File: config.mk
export PLATFORM = sky130hd
export DESIGN_NAME = hazard_forward_unit
export DESIGN_NICKNAME = d
export VERILOG_FILES = /design/src/rtl/hazard_forward_unit.sv
export SDC_FILE = /design/constraint.sdc
export NUM_CORES = 1
export LEC_CHECK = 0
export BUFFER_PORTS_ARGS = -buffer_cell sky130_fd_sc_hd__buf_2
export CAP_MARGIN = 20
export CORE_MARGIN = 5
export CORE_UTILIZATION = 35
export DETAILED_ROUTE_END_ITERATION = 8
export SYNTH_ARGS = -nofsm -noshare
export SYNTH_HDL_FRONTEND = slang
export SYNTH_SLANG_ARGS = --single-unit
File: constraint.sdc
create_clock -name clk -period 3.18 [get_ports clk]
set_input_delay 0.159 -clock clk [delete_from_list [all_inputs] [get_ports clk]]
set_output_delay 0.159 -clock clk [all_outputs]
set_load 0.03 [all_outputs]
File: src/rtl/hazard_forward_unit.sv
// EXE/ID/MEM bypass selection plus load-use and long-op scoreboard stall generation.
// Also keeps a saturating stall-cycle counter and a sticky stall watchdog.
module hazard_forward_unit #(
  parameter int NUM_FWD_STAGES = 2,
  parameter int NUM_REGS       = 32,
  parameter int REG_AW         = 5,
  parameter int TIMEOUT        = 256,
  parameter int SW             = $clog2(NUM_FWD_STAGES + 1)
) (
  input  logic                             clk,
  input  logic                             reset,
  input  logic [REG_AW-1:0]                rs1_id,
  input  logic [REG_AW-1:0]                rs2_id,
  input  logic                             rs1_use_id,
  input  logic                             rs2_use_id,
  input  logic [REG_AW-1:0]                rs1_exe,
  input  logic [REG_AW-1:0]                rs2_exe,
  input  logic [REG_AW-1:0]                rs2_mem,
  input  logic [NUM_FWD_STAGES*REG_AW-1:0] stg_rd,
  input  logic [NUM_FWD_STAGES-1:0]        stg_we,
  input  logic                             ex_is_load,
  input  logic [REG_AW-1:0]                ex_rd,
  input  logic                             lng_issue,
  input  logic [REG_AW-1:0]                lng_issue_rd,
  input  logic                             lng_done,
  input  logic [REG_AW-1:0]                lng_done_rd,
  output logic [SW-1:0]                    fwd_rs1_exe,
  output logic [SW-1:0]                    fwd_rs2_exe,
  output logic                             fwd_rs1_id,
  output logic                             fwd_rs2_id,
  output logic                             fwd_lng_rs1_id,
  output logic                             fwd_lng_rs2_id,
  output logic                             fwd_rs2_mem,
  output logic                             stall,
  output logic [NUM_REGS-1:0]              pending,
  output logic [31:0]                      stall_cycles,
  output logic                             hazard_timeout
);

  localparam int RW  = $clog2(TIMEOUT + 1);
  localparam int OLD = NUM_FWD_STAGES - 1;

  logic [NUM_FWD_STAGES-1:0] hit1_exe;
  logic [NUM_FWD_STAGES-1:0] hit2_exe;
  logic [REG_AW-1:0]         rd_old;

  logic [NUM_REGS-1:0] pending_q, pending_d;
  logic [31:0]         stall_cycles_q, stall_cycles_d;
  logic [RW-1:0]       run_q, run_d;
  logic                timeout_q, timeout_d;

  logic load_use, sb_haz1, sb_haz2;

  genvar gi;
  generate
    for (gi = 0; gi < NUM_FWD_STAGES; gi++) begin : g_hit
      logic [REG_AW-1:0] rd_k;
      assign rd_k         = stg_rd[gi*REG_AW +: REG_AW];
      assign hit1_exe[gi] = stg_we[gi] && (rd_k == rs1_exe) && (rs1_exe != '0);
      assign hit2_exe[gi] = stg_we[gi] && (rd_k == rs2_exe) && (rs2_exe != '0);
    end
  endgenerate

  assign rd_old = stg_rd[OLD*REG_AW +: REG_AW];

  // Scan oldest to youngest so the youngest hitting stage wins.
  always_comb begin
    fwd_rs1_exe = '0;
    fwd_rs2_exe = '0;
    for (int k = NUM_FWD_STAGES - 1; k >= 0; k--) begin
      if (hit1_exe[k]) fwd_rs1_exe = SW'(k + 1);
      if (hit2_exe[k]) fwd_rs2_exe = SW'(k + 1);
    end
  end

  assign fwd_rs1_id  = stg_we[OLD] && (rd_old == rs1_id)  && (rs1_id != '0);
  assign fwd_rs2_id  = stg_we[OLD] && (rd_old == rs2_id)  && (rs2_id != '0);
  assign fwd_rs2_mem = stg_we[OLD] && (rd_old == rs2_mem) && (rs2_mem != '0);

  // A long op completing this cycle resolves its own scoreboard hazard via bypass.
  assign fwd_lng_rs1_id = rs1_use_id && (rs1_id != '0) && lng_done && (lng_done_rd == rs1_id);
  assign fwd_lng_rs2_id = rs2_use_id && (rs2_id != '0) && lng_done && (lng_done_rd == rs2_id);

  assign load_use = ex_is_load && (ex_rd != '0) &&
                    ((rs1_use_id && (rs1_id == ex_rd)) || (rs2_use_id && (rs2_id == ex_rd)));
  assign sb_haz1  = rs1_use_id && pending_q[rs1_id] && !fwd_lng_rs1_id;
  assign sb_haz2  = rs2_use_id && pending_q[rs2_id] && !fwd_lng_rs2_id;
  assign stall    = load_use || sb_haz1 || sb_haz2;

  // Clear before set so a same-cycle issue and done on one register leaves it pending.
  always_comb begin
    pending_d = pending_q;
    if (lng_done && (lng_done_rd != '0)) pending_d[lng_done_rd] = 1'b0;
    if (lng_issue && (lng_issue_rd != '0)) pending_d[lng_issue_rd] = 1'b1;
    pending_d[0] = 1'b0;
  end

  always_comb begin
    stall_cycles_d = stall_cycles_q;
    if (stall && (stall_cycles_q != 32'hFFFF_FFFF)) stall_cycles_d = stall_cycles_q + 32'd1;
  end

  always_comb begin
    run_d = '0;
    if (stall) run_d = (run_q == RW'(TIMEOUT)) ? run_q : run_q + RW'(1);
    timeout_d = timeout_q || (run_d == RW'(TIMEOUT));
  end

  always_ff @(posedge clk) begin
    if (reset) begin
      pending_q      <= '0;
      stall_cycles_q <= '0;
      run_q          <= '0;
      timeout_q      <= 1'b0;
    end else begin
      pending_q      <= pending_d;
      stall_cycles_q <= stall_cycles_d;
      run_q          <= run_d;
      timeout_q      <= timeout_d;
    end
  end

  assign pending        = pending_q;
  assign stall_cycles   = stall_cycles_q;
  assign hazard_timeout = timeout_q;

endmodule

==> reports/qor.txt, run 1 <==
Clock Sinks - 73
DP HPWL - 11640 microns
clk_lat worst skew - 0.34 ns
reg-to-reg slack, setup - 0.30 ns
cts hold-fix bufs - 0
global-route usage over all layers - 18.75%
Net Count, Synth - 671
DRT Pass-1 Iters - 5
Via density - 5.558
post-synth top area share - 30.28%
Critical Path Start Type - flop
Seq cells post-synth - 73
Layout area overhead - 22.27%
Slowest-stage cell, CP - nor4_2
Mapped Cells - 609
Period minus WS final - 2.878 ns
die area - 16240 sq um
Final Skew - 0.01122 ns
mapped cell area - 4826 sq um
ant diodes - 0
Worst EP arrival - 3.13 ns
WP data required - 3.43 ns
Async S/R FF share, synth - 0%
Buffers on Ports - 132
first-pass GRT wire length - 24940 microns
worst hold path type - input pin to flop
number of global-route vias before repair - 4849
via count - 5041
largest net degree at the start of global routing - 37
max cap viols - 0
H-tree depth - 3
Setup TNS Final - 0 ns
pwr dens - 391.9 nW/um^2
area leader, netlist - dfxtp_1
clock root buffer master - clkbuf_16
CP Max Fanout - 24
fillcell total - 1395
# resized after CTS - 0
Slew Limit Fails - 0
peak supply drop - 0.2402 mV
Hold WS - 0.2107 ns
DR iter-0 viols - 373
routability cong. - 0.9276
critical path type - flop to flop
Seq/Total Area, Yosys - 30.28%
CTS tree - yes
Synth Warn # - 0
Residual DRC - 0
Post-Route WL - 15590 microns
fmax - 0.3475 GHz
# nets final - 784
Setup-failing EPs final - 0
M3 GR Usage - 2.425%
share of layout cells above drive strength 1 - 25.58%
ys flop type - dfxtp_1
met2 usage - 31.03%
core area - 13720 sq um
TritonCTS buffer count - 9
initial antenna violation count - 0
final antenna-violating net count - 0
Post-synth top cells - 73 x dfxtp_1, 66 x nand2_1, 63 x a21oi_1, 53 x o21ai_0, 37 x nor2_1
final number of hold-violating endpoints - 0
total grt overflow - 0
CTS clk-pin slew, worst paths - 0.06 ns
leakage power - 2.268 nW
chip height - 127.4 microns
grt met1 use - 25.48%
die width - 127.4 microns
total power - 0.002313 W
fin util - 43.01%
FP Rows - 43
Setup Buffers After CTS - 0
initial core utilization - 35.18%
main area contributors after synthesis - dfxtp_1 30%, a21oi_1 6.5%, xnor2_1 6.0%
Slew @ Worst Pin - 0.8516 ns
period utilization - 90.50%
CP Cell Sequence - mux2i_1 > mux4_2 > o221a_1 > nor4_2 > o31ai_4 > buf_4 > or3_1 > a21oi_1
most instantiated library cell after synthesis - dfxtp_1
Rel. slew slack - 43.23%
Worst Setup End Kind - flop
RSZ-0062 raised after global routing - no
synthesized area per cell - 7.924 sq um
WL/cell - 17.19 microns
EDFF count, synth - 0
synth unique cells - 56
Max clock buf depth - 2
I/O pins - 134
Largest stage delay, worst path - 0.48 ns
outcome - complete, no violations
global routing's busiest layer - met2
## registers in the layout, summed over array words and instances (netlist names)
signal,count
hazard_timeout,1
run_q,9
stall_cycles,32
pending,31
## area by class of cell
type | instances | area [sq um] | area share [%]
Clock buffer | 9 | 225.2 | 3.817
Clock inverter | 7 | 80.08 | 1.357
Inverter | 13 | 48.80 | 0.8270
Multi-Input combinational cell | 483 | 3124 | 52.95
Sequential cell | 73 | 1461 | 24.77
Tap cell | 180 | 225.2 | 3.817
Timing Repair Buffer | 142 | 735.7 | 12.47
## cell families (layout without fill, tap and decap cells)
kind of cell    Yosys count  after routing  share of synthesized area [%]
fa+ha+maj                 3              3                         0.7779
flops                    73             73                          30.28
xor+xnor                 56             56                          10.16
other cells               1              1                        0.07771
simple gates            257            257                          28.21
buf+inv                  53            171                          5.159
mux                      26             26                          8.893
compound gates          140            140                          16.44
## critical path, delay by kind of cell, from the launching register on
family / cells / cell delay, ns
AND/OR/NAND/NOR: 2 / 0.82
AO/OA/AOI/OAI: 3 / 0.71
multiplexers: 2 / 0.57
flip-flops: 1 / 0.42
buffers and inverters: 1 / 0.26
## final timing paths
check                   start               end  cells after the start
max                pending[7]   stall_cycles[3]                      8
min           lng_issue_rd[3]        pending[3]                      4
max reg2reg        pending[7]   stall_cycles[3]                      8
min reg2reg  stall_cycles[27]  stall_cycles[27]                      2
## where the power goes
group          switching, W  internal [W]
clock network      0.000418      0.000615
logic              0.000214      0.000128
registers         0.0000135      0.000924
total              0.000645       0.00167
## per-stage QoR
step                std cells  instance area [sq um]  worst slack (ns)
floorplan                 609                   4826            0.5662
global placement          891                   5595            0.2369
detailed placement        891                   5595            0.1940
CTS                       907                   5901            0.2634
global route              907                   5901          0.009409
finish                    907                   5901            0.3020
## layer usage
metal	vias up	routed length (microns)
li1	2438	-
met1	2451	7106
met2	134	7518
met3	18	675
met4	0	293
met5	-	0
## cells in the final DEF, fill, tap and decap left out, drive strengths merged, types with 3 or more instances in the layout
cell type  netlist  layout
buf             16     142
dfxtp           73      73
nand2           67      67
a21oi           63      63
o21ai           53      53
nor2            37      37
xnor2           33      33
or3             27      27
nand3           24      24
xor2            23      23
nand4           17      17
inv             13      14
nor2b           13      13
nor3            13      13
nor4            12      12
mux4            12      12
mux2             9       9
clkbuf          24       9
and3             8       8
or4              7       7
nand2b           7       7
nand3b           7       7
and4             6       6
mux2i            5       5
o31ai            5       5
o22ai            4       4
clkinv           0       4
o41ai            3       3
nor4b            3       3
or3b             3       3
ha               3       3
and2             3       3
(Power assumes the default switching activity.)
==> run 2, diff against run 1 <==
--- a/config.mk
+++ b/config.mk
@@ -5,6 +5,7 @@
 export SDC_FILE = /design/constraint.sdc
 export NUM_CORES = 1
 export LEC_CHECK = 0
+export ABC_AREA = 1
 export BUFFER_PORTS_ARGS = -buffer_cell sky130_fd_sc_hd__buf_2
 export CAP_MARGIN = 20
 export CORE_MARGIN = 5
==> run 2 against run 1 <==
- clock power hardly changed
- first-iteration DRC count is 29% higher
- design area is 8.3% higher
==> reports/qor.txt, run 2 <==
final number of hold-violating endpoints - 0 (unchanged)
area leader, netlist - dfxtp_1 (unchanged)
WP data required - 3.41 ns (was 3.43 ns)
synth unique cells - 45 (was 56)
global-route usage over all layers - 20.19% (was 18.75%)
Layout area overhead - 19.44% (was 22.27%)
post-synth top area share - 27.32% (was 30.28%)
TritonCTS buffer count - 9 (unchanged)
Worst Setup End Kind - flop (unchanged)
CP Max Fanout - 34 (was 24)
CTS tree - yes (unchanged)
main area contributors after synthesis - dfxtp_1 27%, nand2_1 16%, nand3_1 8.5% (was dfxtp_1 30%, a21oi_1 6.5%, xnor2_1 6.0%)
Async S/R FF share, synth - 0% (unchanged)
final instance area - 6389 sq um (was 5901 sq um)
Final WS setup - 0.8295 ns (was 0.3020 ns)
placed inst area - 6092 sq um (was 5595 sq um)
Buffers on Ports - 132 (unchanged)
Setup Buffers After CTS - 0 (unchanged)
I/O pins - 134 (unchanged)
CP Cell Sequence - ha_1 > inv_1 > nor3_2 > nand4_2 > nor3_4 > nand4_2 > nand2_4 > buf_4 > o21ai_0 > nand2_1 > nor2_1 (was mux2i_1 > mux4_2 > o221a_1 > nor4_2 > o31ai_4 > buf_4 > or3_1 > a21oi_1)
Setup-failing EPs final - 0 (unchanged)
core area - 15090 sq um (was 13720 sq um)
H-tree depth - 3 (unchanged)
Worst EP arrival - 2.58 ns (was 3.13 ns)
number of global-route vias before repair - 5736 (was 4849)
Most common cell on crit path - nand4_2
DR iter-0 viols - 483 (was 373)
cts hold-fix bufs - 0 (unchanged)
Seq/Total Area, Yosys - 27.32% (was 30.28%)
# resized after CTS - 0 (unchanged)
max cap viols - 0 (unchanged)
synthesized area per cell - 6.212 sq um (was 7.924 sq um)
Synth Warn # - 0 (unchanged)
ys flop type - dfxtp_1 (unchanged)
commonest non-fill, non-tap cells in the layout - 228 x nand2_1, 132 x buf_2, 100 x inv_1, 91 x nand3_1, 76 x nor2_1 (was 132 x buf_2, 73 x dfxtp_1, 66 x nand2_1, 63 x a21oi_1, 53 x o21ai_0)
pwr dens - 370.2 nW/um^2 (was 391.9 nW/um^2)
Net Count, Synth - 923 (was 671)
RSZ-0062 raised after global routing - no (unchanged)
Post-Route WL - 17980 microns (was 15590 microns)
final antenna-violating net count - 0 (unchanged)
die area - 17850 sq um (was 16240 sq um)
max reg flops - 32 (unchanged)
EDFF count, synth - 0 (unchanged)
DP HPWL - 13700 microns (was 11640 microns)
Slew @ Worst Pin - 0.7387 ns (was 0.8516 ns)
FP Rows - 45 (was 43)
Max clock buf depth - 2 (unchanged)
DP Worst Slack - 0.6392 ns (was 0.1940 ns)
leakage power - 2.872 nW (was 2.268 nW)
outcome - complete, no violations (unchanged)
initial antenna violation count - 0 (unchanged)
period utilization - 73.91% (was 90.50%)
DRT Pass-1 Iters - 5 (unchanged)
Largest stage delay, worst path - 0.39 ns (was 0.48 ns)
Slew Limit Fails - 0 (unchanged)
routability cong. - 0.9076 (was 0.9276)
chip height - 133.6 microns (was 127.4 microns)
Register Area - 1461 sq um (unchanged)
mapped cell area - 5349 sq um (was 4826 sq um)
Post-synth top cells - 228 x nand2_1, 100 x inv_1, 91 x nand3_1, 76 x nor2_1, 73 x dfxtp_1 (was 73 x dfxtp_1, 66 x nand2_1, 63 x a21oi_1, 53 x o21ai_0, 37 x nor2_1)
Via density - 5.129 (was 5.558)
WL/cell - 15.37 microns (was 17.19 microns)
most instantiated library cell after synthesis - nand2_1 (was dfxtp_1)
Residual DRC - 0 (unchanged)
Setup TNS Final - 0 ns (unchanged)
worst hold path type - input pin to flop (unchanged)
Critical Path Start Type - flop (unchanged)
first-pass GRT wire length - 29400 microns (was 24940 microns)
die width - 133.6 microns (was 127.4 microns)
peak supply drop - 0.2798 mV (was 0.2402 mV)
Seq cells post-synth - 73 (unchanged)
largest net degree at the start of global routing - 65 (was 37)
Period minus WS final - 2.350 ns (was 2.878 ns)
share of layout cells above drive strength 1 - 19.25% (was 25.58%)
Rel. slew slack - 50.75% (was 43.23%)
critical path type - flop to flop (unchanged)
leading cell type in the layout, fill and taps excluded - nand2_1 (was buf_2)
via count - 6001 (was 5041)
clock root buffer master - clkbuf_16 (unchanged)
CTS clk-pin slew, worst paths - 0.06 ns (about the same)
total grt overflow - 0 (unchanged)
Final Skew - 0.005593 ns (was 0.01122 ns)
ant diodes - 0 (unchanged)
Mapped Cells - 861 (was 609)
fmax - 0.4254 GHz (was 0.3475 GHz)
initial core utilization - 35.45% (was 35.18%)
# nets final - 1039 (was 784)
area occupied by multi-input gates - 3314 sq um (was 3124 sq um)
Slowest-stage cell, CP - dfxtp_1 (was nor4_2)
Clock Sinks - 73 (unchanged)
clk_lat worst skew - 0.34 ns (about the same)
fillcell total - 1701 (was 1395)
[run 2: cell type report]
type                       count  share of cell area [%]
clock inverter                 6                   1.058
inverter                     108                   6.345
sequential                    73                   22.88
tap                          188                   3.682
clock buffer                  10                   3.584
multi-input combinational    651                   51.88
timing repair buffer         134                   10.58
[run 2: final timing paths]
path | start | end | slack, ns | cells past startpoint
max reg2reg | stall_cycles[1] | stall_cycles[3] | 0.83 | 11
max | stall_cycles[1] | stall_cycles[3] | 0.83 | 11
min | lng_issue_rd[3] | pending[21] | 0.21 | 4
min reg2reg | hazard_timeout | hazard_timeout | 0.45 | 2
[run 2: metrics by stage]
step	hold WS, ns	power [W]	util, %	cells
2_1_floorplan	0.3736	0.001238	-	861
3_3_place_gp	0.4426	0.001366	40.37	1154
3_5_place_dp	0.4411	0.001365	40.37	1154
4_1_cts	0.1835	0.002392	42.34	1170
5_1_grt	0.2279	0.002485	42.34	1170
6_report	0.2071	0.002365	42.34	1170
[run 2: layer usage]
| metal | global-route usage, % | routed length (microns) | vias to the layer above |
|---|---|---|---|
| met5 | 0 | 0 | - |
| met4 | 5.657 | 246 | 0 |
| met3 | 5.136 | 1342 | 20 |
| met1 | 25.82 | 8035 | 2687 |
| li1 | - | - | 3061 |
| met2 | 33.75 | 8356 | 233 |
[run 2: report_power, final]
group	internal, W	leakage [nW]	switching [W]	total, W
Combinational	0.000123	2.14	0.000288	0.000411
Clock	0.000610	0.139	0.000407	0.00102
Sequential	0.000926	0.589	0.0000116	0.000937
[run 2: cell families (layout without fill, tap and decap cells)]
kind of cell	after synthesis	count (layout)	synth area share [%]
flops	73	73	27.32
fa+ha+maj	3	3	0.7018
xor+xnor	46	46	7.532
simple gates	465	465	38.67
buf+inv	137	258	10.71
compound gates	136	136	14.99
other cells	1	1	0.07011
[run 2: worst max-delay path: cells and delay by family (launching register included)]
family	cells	cell delay (ns)
compound gates	1	0.13
fa+ha+maj	1	0.22
buf+inv	2	0.44
flops	1	0.39
simple gates	7	1.05
